===== src/rtl/instruction_decode.sv =====
// Decode stage: latches a fetched instruction, reads both source operands and issues one resolved operation to EXE.
// Optional write-back bypass into the operand capture is enabled by defining DECODE_FORWARDING_EN.
module instruction_decode #(
  parameter int INSTRUCTION_WIDTH  = 64,
  parameter int OP_LENGTH          = 16,
  parameter int DATA_ADDRESS_WIDTH = 16,
  parameter int DATA_WIDTH         = 96,
  parameter logic [OP_LENGTH-1:0] RETURN_OPCODE = 16'h0001
) (
  input  logic                          Clock,
  input  logic                          Reset,
  input  logic                          iInstructionAvailable,
  input  logic [INSTRUCTION_WIDTH-1:0]  iInstruction,
  input  logic                          iFlush,
  output logic [DATA_ADDRESS_WIDTH-1:0] oRAMReadAddress0,
  output logic [DATA_ADDRESS_WIDTH-1:0] oRAMReadAddress1,
  input  logic [DATA_WIDTH-1:0]         iRAMData0,
  input  logic [DATA_WIDTH-1:0]         iRAMData1,
  output logic                          oIssue,
  output logic [OP_LENGTH-1:0]          oOperation,
  output logic [DATA_ADDRESS_WIDTH-1:0] oDestination,
  output logic [DATA_WIDTH-1:0]         oSource0,
  output logic [DATA_WIDTH-1:0]         oSource1,
  output logic                          oBusy,
  output logic                          oReturnDetected,
  input  logic                          iEXEDone,
  input  logic                          iEXEWriteEnable,
  input  logic [DATA_ADDRESS_WIDTH-1:0] iEXEWriteAddress,
  input  logic [DATA_WIDTH-1:0]         iEXEResult
);

  typedef enum logic [2:0] {IDLE, READ, LATCH, ISSUE, WAIT} state_t;

  state_t state, next_state;

  logic [INSTRUCTION_WIDTH-1:0]  instruction;
  logic [OP_LENGTH-1:0]          opcode;
  logic [DATA_ADDRESS_WIDTH-1:0] destination;
  logic [DATA_WIDTH-1:0]         operand0, operand1;

  assign opcode           = instruction[INSTRUCTION_WIDTH-1 -: OP_LENGTH];
  assign destination      = instruction[2*DATA_ADDRESS_WIDTH +: DATA_ADDRESS_WIDTH];
  assign oRAMReadAddress1 = instruction[DATA_ADDRESS_WIDTH +: DATA_ADDRESS_WIDTH];
  assign oRAMReadAddress0 = instruction[0 +: DATA_ADDRESS_WIDTH];

  always_ff @(posedge Clock) begin
    if (Reset) state <= IDLE;
    else       state <= next_state;
  end

  // Flush overrides every transition; a strobe in WAIT only counts alongside iEXEDone.
  always_comb begin
    next_state = state;
    case (state)
      IDLE:    if (iInstructionAvailable) next_state = READ;
      READ:    next_state = LATCH;
      LATCH:   next_state = ISSUE;
      ISSUE:   next_state = WAIT;
      WAIT:    if (iEXEDone) next_state = iInstructionAvailable ? READ : IDLE;
      default: next_state = IDLE;
    endcase
    if (iFlush) next_state = IDLE;
  end

  always_comb begin
    oBusy = (state != IDLE);
  end

`ifdef DECODE_FORWARDING_EN
  logic [DATA_ADDRESS_WIDTH-1:0] bypass_address;
  logic [DATA_WIDTH-1:0]         bypass_data;
  logic                          bypass_valid;

  always_ff @(posedge Clock) begin
    if (Reset) begin
      bypass_valid   <= 1'b0;
      bypass_address <= '0;
      bypass_data    <= '0;
    end else if (iEXEWriteEnable) begin
      bypass_valid   <= 1'b1;
      bypass_address <= iEXEWriteAddress;
      bypass_data    <= iEXEResult;
    end
  end

  // A write landing in the capture cycle is newer than the bypass entry, so it is checked last.
  always_comb begin
    operand0 = iRAMData0;
    operand1 = iRAMData1;
    if (bypass_valid && bypass_address == oRAMReadAddress0) operand0 = bypass_data;
    if (bypass_valid && bypass_address == oRAMReadAddress1) operand1 = bypass_data;
    if (iEXEWriteEnable && iEXEWriteAddress == oRAMReadAddress0) operand0 = iEXEResult;
    if (iEXEWriteEnable && iEXEWriteAddress == oRAMReadAddress1) operand1 = iEXEResult;
  end
`else
  logic unused_exe_write;

  assign unused_exe_write = ^{iEXEWriteEnable, iEXEWriteAddress, iEXEResult};
  assign operand0 = iRAMData0;
  assign operand1 = iRAMData1;
`endif

  // Issue flags are registered off next_state so a flush in LATCH suppresses the pulse.
  always_ff @(posedge Clock) begin
    if (Reset) begin
      instruction     <= '0;
      oIssue          <= 1'b0;
      oReturnDetected <= 1'b0;
      oOperation      <= '0;
      oDestination    <= '0;
      oSource0        <= '0;
      oSource1        <= '0;
    end else begin
      oIssue          <= (next_state == ISSUE);
      oReturnDetected <= (next_state == ISSUE) && (opcode == RETURN_OPCODE);
      if (next_state == READ) instruction <= iInstruction;
      if (state == LATCH && !iFlush) begin
        oOperation   <= opcode;
        oDestination <= destination;
        oSource0     <= operand0;
        oSource1     <= operand1;
      end
    end
  end

endmodule


===== config.mk =====
export PLATFORM = sky130hd
export DESIGN_NAME = instruction_decode
export DESIGN_NICKNAME = d
export VERILOG_FILES = /design/src/rtl/instruction_decode.sv
export SDC_FILE = /design/constraint.sdc
export NUM_CORES = 1
export LEC_CHECK = 0
export CORE_AREA = 8 8 239 241
export CTS_CLUSTER_SIZE = 10
export DETAILED_ROUTE_END_ITERATION = 6
export DIE_AREA = 0 0 247 249
export HOLD_SLACK_MARGIN = 0.1
export SETUP_SLACK_MARGIN = 0.05
export SYNTH_ARGS = -nofsm -noshare
export SYNTH_HDL_FRONTEND = slang
export SYNTH_SLANG_ARGS = --single-unit

===== constraint.sdc =====
create_clock -name Clock -period 2.3 [get_ports Clock]
set_input_delay 0.69 -clock Clock [delete_from_list [all_inputs] [get_ports Clock]]
set_output_delay 0.69 -clock Clock [all_outputs]
set_load 0.1 [all_outputs]

# Word level (Yosys, flattened, before mapping)

Cells that the tools add are included.
Widths: inputs -> output; s select.

Equal/unequal tests: 7
Muxes and demuxes: 5
Reductions and logical operators: 5

Operators with widths:

| cell                | number |
|---|---|
| $eq 16x1->1 const B | 1 |
| $pmux 3 s5          | 1 |
| $eq 3x2->1 const B  | 3 |
| $mux 3              | 3 |
| $eq 3x1->1 const B  | 2 |
| $eq 3x3->1 const B  | 1 |
| $logic_not 3->1     | 1 |
| $reduce_bool 3->1   | 1 |
| $logic_and 1x1->1   | 2 |
| $logic_not 1->1     | 1 |
| $mux 1              | 1 |

Bits in registers: 293
Input port bits: 374
Output and inout bits: 259

# Depth between registers and ports, before layout

Gate-level depths: netlist of the first run.

Word-level depth: 6
Gate-level depth with buffers: 7

# Least setup slack after synthesis of the first run

OpenSTA, ideal clock, no wires.

Path type: in2reg
Start: input iFlush
End: register oSource1[46]
Arrival: 1.755 ns
Data required time: 2.168 ns
Slack: 0.413 ns
Cell stages on the path: 6
Buffers on the path: 3
Path through: or4b_1 buf_2 buf_6 buf_6 nand2_1 a21oi_1

Word-level cells in the longest chain between the ends: 2

RTL lines:

| item                 | line | source |
|---|---|---|
| from (decl)          | 14   | `input logic iFlush,` |
| $logic_not 1->1      | 117  | `if (state == LATCH && !iFlush) begin` |
| $logic_and 1x1->1    | 117  |  |
| to (signal assigned) | 121  | `oSource1 <= operand1;` |
| to (decl)            | 23   | `output logic [DATA_WIDTH-1:0] oSource1,` |

No other way between the ends.
A chain may end at the register's enable or synchronous reset.

# Worst setup path in the final report of the first run

Start: register state[1]
End: output oBusy

Word-level cells in the longest chain between the ends: 1

RTL lines:

| item                   | line | source |
|---|---|---|
| from (decl)            | 34   | `state_t state, next_state;` |
| from (signal assigned) | 48   | `else state <= next_state;` |
| $reduce_bool 3->1      | 66   | `oBusy = (state != IDLE);` |
| to (decl)              | 24   | `output logic oBusy,` |

No other way between the ends.

==> results.tsv, run 1 <==
metric	value	unit
fin_util	32.8	%
yosysMostFrequentCell	nand2_1	
die_x	247	microns
holdWs	0.452	ns
place_area	16300	sq um
cts_buffers	37	
std_cell_rows	85	
core_area	53300	sq um
ys_seq_area_share	53.0	%
p_per_area	702	nW/um^2
min_period	2.16	ns
intPower	0.00932	W
cts-root-buf	clkbuf_16	
register_area	5870	sq um
grtUsageTotal	12.4	%
n_fill_cell	5574	
vias	10290	
maxSlewViolCount	0	
critPathMaxFanout	9	
setup_viol	0	
cts_hold_buf	0	
path_clk_slew	0.06	ns
grt_first_pass_wirelength	61.0	mm
avgSynthCellArea	8.45	sq um
ant_nets	0	
clock_power_share	45.8	%
finClkSkew	0.00866	ns
wl_per_cell	16.2	microns
clock_latency	0.52	ns
synth_area_leaders	dfxtp_1 (53%), nand2_1 (15%), a21oi_1 (10%)	
cp-end-kind	output pin	
cpPeakStageDelay	0.41	ns
dpl.hpwl	30.8	mm
ys.flop_type	dfxtp_1	
multi_input_area	4410	sq um
rsz0062_at_grt	no	
vias_per_cell	4.12	
swShare	24.0	%
syn-cell-area	11100	sq um
ios	633	
synth_top_family_by_area	simple AND/OR/NAND/NOR gates	
yosys.area.top_type	dfxtp_1	
area_growth	58.0	%
maxSlewHeadroom	63.0	%
syn_inst	1310	
p_seq_share	42.6	%
synthMuxAreaShare	5.79	%
final_area	17500	sq um
syn-num-nets	1684	
grt_overflow	0	
path_buf_inv	1	
clock-sinks	293	
synth_edf_count	0	
synth_top_area_share	53.0	%
synth-seq-cells	293	
cp-start-kind	flop	
drive_gt1_share	20.0	%
final_hold_viol_count	0	
synthAdderAreaFrac	0	%
status	completed	
stdcell_count	2498	
initial_utilization	20.8	%
yosysWarnings	0	
synthXorXnorAreaFrac	0.0791	%
cp_top_family	simple AND/OR/NAND/NOR gates	
p_leak	6.65	nW
power_frac_comb	11.5	%
routed_wirelength	40.4	mm
cp_cell_sequence	or3_4 -> buf_12	
drc	0	
yosys.area_share.simple	23.5	%
finalSetupTns	0	ns
cts_tree	done	
yosysUniqueCellTypes	24	
nets	2160	
fmax	462	MHz
worstPathRequired	1.61	ns
place_inst	2443	
die_y	249	microns
synth_compound_area_share	10.3	%
first_global_vias	10465	
dieArea	61500	sq um
ir_worst_vdd	446	uV
hp-class	flop to flop	
maxCapViolCount	0	
drt_iter0_drc	368	
grt_max_degree	101	
p_switching	0.00295	W
crit_type	flop to output pin	
critPathArrivalTime	1.47	ns
port_buffers	519	
ys_async_sr_fraction	0	%
finalCritPeriodShare	94.1	%
drt_pass1_iterations	5	
htreeDepth	2	
ctsLongestPathBuffers	3	
cp_slowest_cell	or3_4	
synth_common_cells	nand2_1 (448), dfxtp_1 (293), a21oi_1 (225)	
place_congestion	0.782	
tightestPinTransition	0.556	ns
antenna_found_initial	2	
==> per-stage QoR <==
| stage | worst slack, ns | total power [W] |
|---|---|---|
| after detailed placement | -0.196 | 0.00676 |
| final | 0.136 | 0.0123 |
| after CTS | 0.0725 | 0.0125 |
| after global routing | 0.0634 | 0.0128 |
| after floorplan | 0.413 | 0.00612 |
| after global placement | -0.181 | 0.00675 |
==> layout make-up <==
type	instances	share of cell area, %
inverters	2	0.0429
multi-input cells	885	25.2
diodes	1	0.0143
clock buffers	50	6.05
repair buffers	567	29.5
clock inverters	4	0.565
flip-flops and latches	293	33.6
well taps	696	4.98
==> cell usage in the layout, fill, tap and decap left out, types with 2 or more instances in the layout <==
cell type and instances:
clkbuf_16 39, buf_12 20, nor2_1 2, nand2_1 448, clkdlybuf4s50_1 259, mux2i_1 64
bufinv_16 3, nor4_1 3, buf_4 287, dfxtp_1 291, inv_1 2, nor4b_1 3
a21oi_1 225, dfxtp_2 2, nor3_1 2, nand2b_1 128, clkbuf_8 4, clkbuf_1 7
==> power by group through the flow <==
stage,clock network [W],logic (W),registers [W]
2_1_floorplan,0,0.000574,0.00554
3_3_place_gp,0,0.00141,0.00533
3_5_place_dp,0,0.00142,0.00534
4_1_cts,0.00589,0.00143,0.00523
5_1_grt,0.00606,0.00149,0.00524
6_report,0.00562,0.00142,0.00523
==> path summary, 6_finish.rpt <==
| kind | from | to | slack (ns) | cells past startpoint |
|---|---|---|---|---|
| hold / removal | oSource0[6]$_SDFFE_PP0P_ | oSource0[6]$_SDFFE_PP0P_ | 0.45 | 2 |
| hold reg to reg | oSource0[6]$_SDFFE_PP0P_ | oSource0[6]$_SDFFE_PP0P_ | 0.45 | 2 |
| setup reg to reg | state[0]$_SDFF_PP0_ | oSource1[92]$_SDFFE_PP0P_ | 0.61 | 4 |
| setup / recovery | state[1]$_SDFF_PP0_ | oBusy | 0.14 | 2 |
==> logic make-up (layout without fill, tap and decap cells) <==
kind of cell,count (synthesis),after routing
and+or+nand+nor,592,592
AOI/OAI and AO/OA,228,228
xor gates and xnor gates,1,1
other,0,1
buffers and inverters,132,623
muxes,64,64
DFF,293,293
==> worst reg2reg max path, cell delays in order, from the launching register on <==
cell	delay [ns]
dfxtp_2	0.37
or4b_4	0.57
buf_12	0.20
nand2_1	0.34
a21oi_1	0.08
==> routing by layer <==
metal	track usage, %	vias up	wire length (microns)
li1	-	5126	-
met1	14.0	4733	15900
met2	21.0	364	19300
met3	4.86	65	4180
met4	4.51	2	1060
met5	0	-	9
==> registers in the layout, summed over array words and instances (netlist names) <==
signal	flops
oSource0	96
oSource1	96
instruction	64
oDestination	16
oOperation	16
state	3
oIssue	1
oReturnDetected	1
==> repair_timing <==
| item | 4_1_cts | 5_1_grt |
|---|---|---|
| gates resized for setup | 3 | 0 |
| setup buffers | 0 | 0 |
| endpoints found under the setup margin | 1 | 0 |
Power figures use the tool's default switching activity.
==> run 2: changes to the inputs <==
- ABC_AREA: default -> 1
- TNS_END_PERCENT: default -> 50
==> run 2 against run 1 <==
Critical path depth increased by 1; wire length is 8.5% higher; hold slack got worse by 0.0011 ns; total power is 5.8% higher; count of clock-buffer cells in the layout is the same; first-iteration DRC count grew 40%; setup slack better by 0.11 ns; combinational power is 54% higher; critical endpoint unchanged.
==> results.tsv, run 2 <==
metric	value	unit	change
avgSynthCellArea	7.33	sq um	-13%
grt_first_pass_wirelength	65.4	mm	+7.1%
fin_util	33.4	%	+0.58 points
syn_inst	1552		+18%
ys_async_sr_fraction	0	%	unchanged
final_area	17800	sq um	+1.8%
yosysUniqueCellTypes	21		-13%
cp-end-kind	output pin		
yosysMostFrequentCell	nor2_1		
die_x	247	microns	unchanged
tightestPinTransition	0.403	ns	-0.153 ns
final_hold_viol_count	0		unchanged
place_congestion	0.820		+4.9%
ant_nets	0		unchanged
antenna_found_initial	6		+4
area_growth	56.4	%	
cts_hold_buf	0		unchanged
reg.largest.list	oSource0: 96 flops, oSource1: 96 flops, instruction: 64 flops		
crit_type	flop to output pin		
core_area	53300	sq um	unchanged
die_y	249	microns	unchanged
syn-num-nets	1926		+14%
path_buf_inv	1		unchanged
critPathMaxFanout	5		-4
nets	2390		+11%
min_from	instruction[32]$_SDFFE_PP0N_		
setup_ws	0.245	ns	+0.109 ns
finalSetupTns	0	ns	unchanged
hp-class	flop to flop		
pre_cts_slack	-0.00466	ns	+0.191 ns
final_cell_mix	nor2_1 (452), dfxtp_1 (293), buf_4 (282)		
finalCritPeriodShare	89.4	%	-4.7 points
dpl.hpwl	32.8	mm	+6.4%
port_buffers	519		unchanged
drt_iter0_drc	514		+40%
min_period	2.06	ns	-0.109 ns
synth-seq-cells	293		unchanged
rsz0062_at_grt	no		
clock-sinks	293		unchanged
grtUsageTotal	13.4	%	+0.99 points
ios	633		unchanged
final_common_cell	nor2_1		
grt_max_degree	93		-7.9%
routed_wirelength	43.8	mm	+8.5%
initial_utilization	21.4	%	+0.58 points
htreeDepth	2		unchanged
synth_common_cells	nor2_1 (452), dfxtp_1 (293), o21ai_0 (225)		
synth_area_leaders	dfxtp_1 (52%), nor2_1 (15%), o21ai_0 (9.9%)		
cp_slowest_cell	dfxtp_1		
clock_latency	0.53	ns	about the same
vias_per_cell	4.14		+0.55%
fmax	487	MHz	+5.3%
vias	11307		+9.9%
cts_buffers	37		unchanged
ys_seq_area_share	51.6	%	-1.4 points
first_global_vias	11096		+6.0%
synth_edf_count	0		unchanged
cp_top_family	flip-flops		
ys.flop_type	dfxtp_1		
maxSlewViolCount	0		unchanged
p_per_area	730	nW/um^2	+4.0%
ctsLongestPathBuffers	3		unchanged
p_leak	7.94	nW	+19%
finClkSkew	0.0188	ns	+0.0101 ns
setup_viol	0		unchanged
path_clk_slew	0.05	ns	about the same
drc	0		unchanged
yosysWarnings	0		unchanged
place_area	16700	sq um	+2.1%
syn-cell-area	11400	sq um	+2.8%
cts_setup_buffers	0		unchanged
grt_overflow	0		unchanged
maxCapViolCount	0		unchanged
ir_worst_vdd	477	uV	+6.9%
drt_pass1_iterations	5		unchanged
synth_top_area_share	51.6	%	-1.4 points
cts-root-buf	clkbuf_16		
maxSlewHeadroom	72.9	%	+9.9 points
critPathLaunch	state[1]$_SDFF_PP0_		
cts_tree	done		
status	completed		
cp_cell_sequence	nor2_2 -> nand2_1 -> buf_12		
wl_per_cell	16.1	microns	-0.68%
rr_startpoint	state[1]$_SDFF_PP0_		
std_cell_rows	85		unchanged
cpPeakStageDelay	0.33	ns	-0.08 ns
cp-start-kind	flop		
yosys.area.top_type	dfxtp_1		
dieArea	61500	sq um	unchanged
drive_gt1_share	17.9	%	-2.2 points
critPathArrivalTime	1.37	ns	-0.10 ns
worstPathRequired	1.61	ns	about the same
ctsResizeCount	0		-3
## run 2: kinds of logic after synthesis
logic type / synth area share (%)
and+or+nand+nor: 23.7
buffers and inverters: 13.4
DFF: 51.6
AOI/OAI and AO/OA: 11.4
## run 2: per-layer routing
| layer | routed length, microns | GRT usage (%) | vias to the layer above | part of all wire, % |
|---|---|---|---|---|
| li1 | - | - | 5699 | - |
| met1 | 17700 | 15.7 | 5098 | 40 |
| met2 | 20200 | 21.9 | 439 | 46 |
| met3 | 4860 | 5.45 | 67 | 11 |
| met4 | 1090 | 4.41 | 4 | 2.5 |
| met5 | 27 | 0 | - | 0.062 |
## run 2: path summary, 6_finish.rpt
check	to	slack, ns	cells past startpoint
worst min register to register	oDestination[0]$_SDFFE_PP0P_	0.45	2
worst min-delay path	oDestination[0]$_SDFFE_PP0P_	0.45	2
worst max register to register	oSource0[12]$_SDFFE_PP0P_	0.67	7
worst max-delay path	oBusy	0.24	3
## run 2: report_power, final
group	switching (W)	internal [W]	leakage, nW
Clock	0.00216	0.00334	0.556
Sequential	0.0000712	0.00523	2.38
Combinational	0.00139	0.000786	5.01
## run 2: layout make-up
| type | count | area, sq um |
|---|---|---|
| Timing Repair Buffer | 564 | 5160 |
| Clock buffer | 50 | 1080 |
| Fill cell | 5559 | 35500 |
| Multi-Input combinational cell | 921 | 4000 |
| Inverter | 199 | 759 |
| Antenna cell | 3 | 7.51 |
| Tap cell | 696 | 871 |
| Sequential cell | 293 | 5870 |
| Clock inverter | 4 | 48.8 |
## run 2: stage by stage
step	instances	hold WS (ns)	total power, W
3_5_place_dp	2673	0.443	0.00760
6_report	2730	0.451	0.0130
5_1_grt	2729	0.466	0.0136
3_3_place_gp	2673	0.435	0.00757
4_1_cts	2727	0.453	0.0133
2_1_floorplan	1552	0.430	0.00680
## run 2: worst register-to-register path, cell delays in order, from the launching register on
cell     delay, ns
dfxtp_1       0.37
inv_2         0.05
nor2_2        0.15
nand3_4       0.12
buf_12        0.17
buf_12        0.18
o21ai_0       0.40
nor2_1        0.07
